`src/rtl/disp_pkg.sv`:
```
// Shared definitions for the display VRAM reader: FSM encoding, AXI read
// constants and the frame geometry helpers.
package disp_pkg;

    typedef enum logic [1:0] {
        IDLE    = 2'd0,
        WAITBUF = 2'd1,
        ADDR    = 2'd2,
        DATA    = 2'd3
    } disp_state_t;

    localparam logic [2:0] AXI_ARSIZE  = 3'b011;  // 8-byte beats
    localparam logic [1:0] AXI_ARBURST = 2'b01;   // INCR
    localparam logic [1:0] RESP_OKAY   = 2'b00;

    // One 64-bit beat carries two 32-bit pixels.
    function automatic int calc_beats(input int h_pixels, input int v_lines);
        return (h_pixels * v_lines) / 2;
    endfunction

    function automatic int calc_bursts(input int h_pixels, input int v_lines, input int burst_len);
        return calc_beats(h_pixels, v_lines) / burst_len;
    endfunction

endpackage

```
`src/rtl/disp_vramrd.sv`:
```
// AXI4 read master fetching one display frame from VRAM burst by burst and
// forwarding every beat to the display FIFO, gated by BUF_WREADY.
module disp_vramrd
    import disp_pkg::*;
#(
    parameter int H_PIXELS  = 640,
    parameter int V_LINES   = 480,
    parameter int BURST_LEN = 16,
    parameter int ADDR_W    = 32
) (
    input  logic              ACLK,
    input  logic              ARESETN,
    input  logic              DISPON,
    input  logic              VSTART,
    input  logic [ADDR_W-1:0] DISPADDR,
    input  logic              BUF_WREADY,
    output logic [ADDR_W-1:0] ARADDR,
    output logic [7:0]        ARLEN,
    output logic              ARVALID,
    input  logic              ARREADY,
    input  logic [63:0]       RDATA,
    input  logic [1:0]        RRESP,
    input  logic              RLAST,
    input  logic              RVALID,
    output logic              RREADY,
    output logic [63:0]       FIFOIN,
    output logic              FIFOWR,
    output logic              BUSY,
    output logic              RD_ERR,
    output disp_state_t       DBG_STATE
);

    localparam int BURSTS     = calc_bursts(H_PIXELS, V_LINES, BURST_LEN);
    localparam int BCNT_W     = $clog2(BURSTS + 1);
    localparam int BEAT_W     = $clog2(BURST_LEN);
    localparam int STEP_BYTES = BURST_LEN * 8;

    localparam logic [ADDR_W-1:0] ALIGN_MASK = ADDR_W'(STEP_BYTES - 1);
    localparam logic [ADDR_W-1:0] ADDR_STEP  = ADDR_W'(STEP_BYTES);
    localparam logic [BCNT_W-1:0] LAST_BURST = BCNT_W'(BURSTS - 1);
    localparam logic [BEAT_W-1:0] LAST_BEAT  = BEAT_W'(BURST_LEN - 1);

    disp_state_t       state;
    logic [BCNT_W-1:0] burst_cnt;
    logic [BEAT_W-1:0] beat_cnt;

    assign ARLEN     = 8'(BURST_LEN - 1);
    assign DBG_STATE = state;

    // AXI handshakes: a transfer happens on any ACLK edge where VALID and
    // READY are both high; ARVALID/ARADDR never change while waiting for
    // ARREADY, and only one burst is outstanding at a time.
    always_ff @(posedge ACLK or negedge ARESETN) begin
        if (!ARESETN) begin
            state     <= IDLE;
            ARADDR    <= '0;
            ARVALID   <= 1'b0;
            RREADY    <= 1'b0;
            FIFOIN    <= '0;
            FIFOWR    <= 1'b0;
            BUSY      <= 1'b0;
            RD_ERR    <= 1'b0;
            burst_cnt <= '0;
            beat_cnt  <= '0;
        end else begin
            FIFOWR <= 1'b0;
            case (state)
                IDLE: begin
                    if (VSTART && DISPON) begin
                        ARADDR    <= DISPADDR & ~ALIGN_MASK;
                        burst_cnt <= '0;
                        beat_cnt  <= '0;
                        BUSY      <= 1'b1;
                        RD_ERR    <= 1'b0;
                        state     <= WAITBUF;
                    end
                end
                WAITBUF: begin
                    if (!DISPON) begin
                        BUSY  <= 1'b0;
                        state <= IDLE;
                    end else if (BUF_WREADY) begin
                        ARVALID <= 1'b1;
                        state   <= ADDR;
                    end
                end
                ADDR: begin
                    if (ARREADY) begin
                        ARVALID <= 1'b0;
                        RREADY  <= 1'b1;
                        state   <= DATA;
                    end
                end
                DATA: begin
                    if (RVALID && RREADY) begin
                        FIFOIN   <= RDATA;
                        FIFOWR   <= 1'b1;
                        beat_cnt <= beat_cnt + 1'b1;
                        if (RRESP != RESP_OKAY) begin
                            RD_ERR <= 1'b1;
                        end
                        // RLAST alone closes the burst; beat_cnt is only cross-checked.
                        if (RLAST) begin
                            RREADY    <= 1'b0;
                            ARADDR    <= ARADDR + ADDR_STEP;
                            burst_cnt <= burst_cnt + 1'b1;
                            beat_cnt  <= '0;
                            if (burst_cnt == LAST_BURST || !DISPON) begin
                                BUSY  <= 1'b0;
                                state <= IDLE;
                            end else begin
                                state <= WAITBUF;
                            end
                        end
                    end
                end
                default: state <= IDLE;
            endcase
        end
    end

    rlast_on_last_beat: assert property (@(posedge ACLK) disable iff (!ARESETN)
        (state == DATA && RVALID && RREADY && RLAST) |-> (beat_cnt == LAST_BEAT));

endmodule

```
`config.mk`:
```
export PLATFORM = sky130hd
export DESIGN_NAME = disp_vramrd
export DESIGN_NICKNAME = d
export VERILOG_FILES = /design/src/rtl/disp_pkg.sv /design/src/rtl/disp_vramrd.sv
export SDC_FILE = /design/constraint.sdc
export NUM_CORES = 1
export LEC_CHECK = 0
export ABC_CLOCK_PERIOD_IN_PS = 2200
export BUFFER_PORTS_ARGS = -buffer_cell sky130_fd_sc_hd__buf_4
export CORE_MARGIN = 2
export CORE_UTILIZATION = 48
export CTS_CLUSTER_SIZE = 14
export DETAILED_ROUTE_END_ITERATION = 7
export PLACE_DENSITY = 0.78
export SETUP_SLACK_MARGIN = 0.15
export SLEW_MARGIN = 20
export SYNTH_ARGS = -nofsm -noshare
export SYNTH_HDL_FRONTEND = slang
export SYNTH_SLANG_ARGS = --single-unit
```
`constraint.sdc`:
```
create_clock -name ACLK -period 2.2 [get_ports ACLK]
set_input_delay 0.11 -clock ACLK [delete_from_list [all_inputs] [get_ports ACLK]]
set_output_delay 0.11 -clock ACLK [all_outputs]
set_load 0.1 [all_outputs]
```
## Word-level counts from Yosys, hierarchy flattened

Index checks and enable logic that the tools add are counted.

| cells by class | value |
|---|---|
| add/sub/neg operators | 2 |
| equality and inequality tests | 14 |
| muxes and demuxes | 36 |
| reductions and logical operators | 17 |

Operator list:

| operator | number |
|---|---|
| 2-to-1 mux 32 bit | 3 |
| case mux 32 bit (2 select lines) | 1 |
| 2-to-1 mux 14 bit | 3 |
| adder 32 x 8 -> 32 bit, second input constant | 1 |
| case mux 14 bit (2 select lines) | 1 |
| != test 2 bit, second input constant | 9 |
| 2-to-1 mux 1 bit | 17 |
| AND reduction 4 bit | 4 |
| adder 14 x 1 -> 14 bit, second input constant | 1 |
| == test 14 bit, second input constant | 1 |
| 2-to-1 mux 2 bit | 6 |
| case mux 2 bit (4 select lines) | 1 |
| nonzero test 2 bit | 4 |
| case mux 1 bit (2 select lines) | 3 |
| AND reduction 6 bit | 1 |
| AND reduction 5 bit | 1 |
| == test 2 bit, second input constant | 2 |
| != test 3 bit, second input constant | 1 |
| case mux 1 bit (3 select lines) | 1 |
| nonzero test 3 bit | 1 |
| == test 2 x 1 -> 1 bit, second input constant | 1 |
| logical AND 1 bit | 2 |
| zero test 2 bit | 1 |
| AND reduction 2 bit | 1 |
| 2 further kinds | 2 |

| word-level totals | value |
|---|---|
| register bits after elaboration | 117 |

## Depth between registers and ports, before layout

| depth | value |
|---|---|
| depth in word-level cells | 6 |
| mapped depth | 8 |
| depth with buffers taken out | 6 |

## Worst setup path before layout

No wires, ideal clock.

| timing path | value |
|---|---|
| path type | register to register |
| from | register state[0] (netlist: DBG_STATE[0]) |
| to | register burst_cnt[10] |
| setup time | 0.121 ns |
| arrival time | 2.319 ns |
| required time | 2.079 ns |
| slack | -0.240 ns |
| stages on the path, launching flop included | 7 |
| buffers on the path | 1 |
| period minus slack after synthesis | 2.440 ns |
| cell sequence | dfrtp_1 nand4_2 a211o_1 buf_6 nor4_4 xnor2_1 nor2_1 |

| on the way | value |
|---|---|
| cells in the longest elaborated chain, start to end | 3 |
| elaborated cells between the ends (all ways) | 8 |

RTL lines:

| item | RTL line | source |
|---|---|---|
| from (decl) | disp_vramrd.sv:43 | `disp_state_t state;` |
| from (signal assigned) | disp_vramrd.sv:55 | `state <= IDLE;` |
| from (signal assigned) | disp_vramrd.sv:75 | `state <= WAITBUF;` |
| from (signal assigned) | disp_vramrd.sv:81 | `state <= IDLE;` |
| == test 2 bit / zero test 2 bit (equally long branches) | disp_vramrd.sv:67 | `case (state)` |
| != test 2 bit (no source line) / nonzero test 2 bit (equally long branches) | n/a |  |
| AND reduction 4 bit (no source line) | n/a |  |
| to (signal assigned) | disp_vramrd.sv:106 | `burst_cnt <= burst_cnt + 1'b1;` |
| to (decl) | disp_vramrd.sv:44 | `logic [BCNT_W-1:0] burst_cnt;` |

Several ways; a longest one is shown, not always the timed one.
A chain may end at the register's enable or synchronous reset.

## Final worst setup path

| timing path | value |
|---|---|
| from | register state[1] (netlist: DBG_STATE[1]) |
| to | register ARADDR[25] |

| on the way | value |
|---|---|
| cells in the longest elaborated chain, start to end | 3 |
| elaborated cells between the ends (all ways) | 8 |

RTL lines:

| item | RTL line | source |
|---|---|---|
| == test 2 bit / zero test 2 bit (equally long branches) | disp_vramrd.sv:67 |  |
| != test 2 bit (no source line) / nonzero test 2 bit (equally long branches) | n/a |  |
| AND reduction 4 bit (no source line) | n/a |  |
| to (signal assigned) | disp_vramrd.sv:70 | `ARADDR <= DISPADDR & ~ALIGN_MASK;` |
| to (signal assigned) | disp_vramrd.sv:105 | `ARADDR <= ARADDR + ADDR_STEP;` |
| to (decl) | disp_vramrd.sv:17 | `output logic [ADDR_W-1:0] ARADDR,` |

Several ways; a longest one is shown, not always the timed one.

==> results.json <==
{
  "path_cells": "buf_4 > nand4_4 > a211oi_4 > buf_4 > o22ai_1 > a311oi_1",
  "ctsLongestPathBuffers": 2,
  "boundaryPins": 217,
  "final_cell_mix": "nand2_1 (233), buf_4 (209), dfrtp_1 (95), dlygate4sd3_1 (68), a21oi_1 (33)",
  "drive_gt1_share_pct": 28.8,
  "drc": 0,
  "layout_commonest_cell": "nand2_1",
  "clock-skew-final_ps": 16.3,
  "rsz0062_at_grt": "yes",
  "worst_slack_ps": 212,
  "clock-root-buffer": "clkbuf_8",
  "vias": 5427,
  "setup_viol": 0,
  "period_minus_slack_ps": 1990,
  "syn_inst": 611,
  "num_antenna_cells": 0,
  "max_freq_mhz": 503,
  "cp-start-kind": "flip-flop",
  "dr.pass1.iters": 7,
  "synth_enable_flop_cells": 0,
  "nets": 975,
  "synth_area_mm2": 0.00524,
  "synth_compound_area_share_pct": 12.5,
  "rows": 38,
  "clock_sinks": 110,
  "yosys_warnings": 0,
  "cts_buffers": 9,
  "htree_levels": 3,
  "ys_seq_area_share_pct": 52.5,
  "die_h_um": 108,
  "crit_slowest_cell": "dfrtp_4",
  "core_mm2": 0.0107,
  "fin_tns_setup_ps": 0,
  "synth_ff_type": "dfrtp_1",
  "worstMarginPinSlew_ps": 661,
  "drt_wl_total_um": 16600,
  "hold_viol": 0,
  "yosys.cell_types.count": 52,
  "grt_max_degree": 65,
  "die_area_mm2": 0.0118,
  "fin_crit_sh_pct": 90.3,
  "synthArstFlopShare_pct": 100,
  "vias_per_cell": 5.36,
  "cts_tree": "done",
  "grtUsageTotal_pct": 28.6,
  "crit_path_end_kind": "flip-flop",
  "place_hpwl_um": 10200,
  "start_util_pct": 48.8,
  "grt_pass1_vias": 5402,
  "hold_path_class": "primary input to flip-flop",
  "antenna_found_initial": 0,
  "syn2layout_area_growth_pct": 47.6,
  "status": "finished, final reports clean",
  "grt_pass1_wl_um": 26300,
  "clk_latency_ps": 380,
  "synth-adder-area-share_pct": 0.478,
  "routedWlPerCell_um": 16.4,
  "synth_xor_xnor_area_share_pct": 1.67,
  "drtIter0Drc": 398,
  "crit_path_max_fanout": 18,
  "cp_common_cell": "buf_4",
  "maxSlewHeadroom_pct": 55.9,
  "grt.overflow.total": 0,
  "drv_slew": 0,
  "dieWidth_um": 108,
  "critical_path_class": "flip-flop to flip-flop",
  "muxShareOfSynthArea_pct": 0.573,
  "cap_violations": 0,
  "syn_avg_cell_area_um2": 8.57,
  "cp.required_ps": 2490,
  "ys_ff_latch": 110,
  "critPathMaxStageDelay_ps": 500,
  "port_buffers": 194,
  "drtAntennaViolNets": 0,
  "dp_slack_ps": 231,
  "cts.clk_slew.worst_paths_ps": 110,
  "arrival_ps": 2280,
  "gp_congestion": 0.883,
  "synth-simple-area-share_pct": 26.3,
  "synth_top_family_by_area": "simple AND/OR/NAND/NOR gates"
}
cell usage after synthesis (8+ instances only):
library cell,instances,area (um^2)
nand3_1,21,105
inv_1,11,41.3
o22ai_1,12,75.1
nor2_1,29,109
o21ai_0,19,95.1
clkbuf_1,23,86.3
nand4_1,14,87.6
a21oi_1,33,165
dfrtp_1,110,2750
buf_4,16,120
nand2_1,233,875
nor3_1,8,40.0
flip-flops by register name, summed over array words and instances, names as in the netlist:
register / cells
DBG_STATE: 2
ARADDR: 25
ARVALID: 1
FIFOWR: 1
burst_cnt: 14
RD_ERR: 1
BUSY: 1
RREADY: 1
FIFOIN: 64
logic make-up after synthesis:
family,Yosys count
and+or+nand+nor,326
DFF,110
AOI/OAI and AO/OA,100
buffers and inverters,58
xor gates and xnor gates,10
muxes,3
adders and majority gates,2
other,2
worst paths after layout:
check	startpoint	to	slack (ps)	depth (start not counted)
max reg2reg	DBG_STATE[1]$_DFFE_PN0P_	ARADDR[25]$_DFFE_PN0N_	210	6
max in group asynchronous	ARESETN	FIFOIN[8]$_DFFE_PN0P_	1270	3
min	BUF_WREADY	DBG_STATE[1]$_DFFE_PN0P_	10	3
min reg2reg	FIFOIN[33]$_DFFE_PN0P_	FIFOIN[33]$_DFFE_PN0P_	490	2
max	DBG_STATE[1]$_DFFE_PN0P_	ARADDR[25]$_DFFE_PN0N_	210	6
min in group asynchronous	ARESETN	ARADDR[29]$_DFFE_PN0N_	230	2
stage by stage:
step,instances,utilization (%),hold WS (ps),area (um^2)
6_report,1012,72.0,12.0,7730
5_1_grt,1012,72.0,23.9,7730
4_1_cts,1011,71.9,9.97,7720
3_5_place_dp,927,63.7,127,6840
3_3_place_gp,927,63.7,126,6840
2_1_floorplan,624,-,-186,5310
metal layers:
metal,share of wire [%],GRT usage (%),vias to the layer above
li1,-,-,2532
met1,39,34.8,2622
met2,51,49.8,253
met3,7.9,6.57,20
met4,1.7,9.89,0
met5,0,0,-
final cells by class:
cell class              instances  area, um^2
inverters                      11        41.3
well taps                     140         175
flip-flops and latches        110        2770
clock buffers                  11         141
clock inverters                 5        58.8
repair buffers                279        2290
fillers                       770        3010
multi-input cells             456        2250
worst max-delay path, delay by kind of cell (launching register included):
kind	cells	cell delay, ps
AOI/OAI and AO/OA	3	730
buffers and inverters	2	490
DFF	1	500
and+or+nand+nor	1	160
repair_timing:
action,CTS,global route
hold buffers,68,0
setup buffers,0,1
resized for setup,0,1
hold endpoints to repair,105,0
endpoints found under the setup margin,0,14
Power is left out: the tool's default activity adds up to more than one toggle a clock period on the data nets, which glitch-free logic cannot reach.
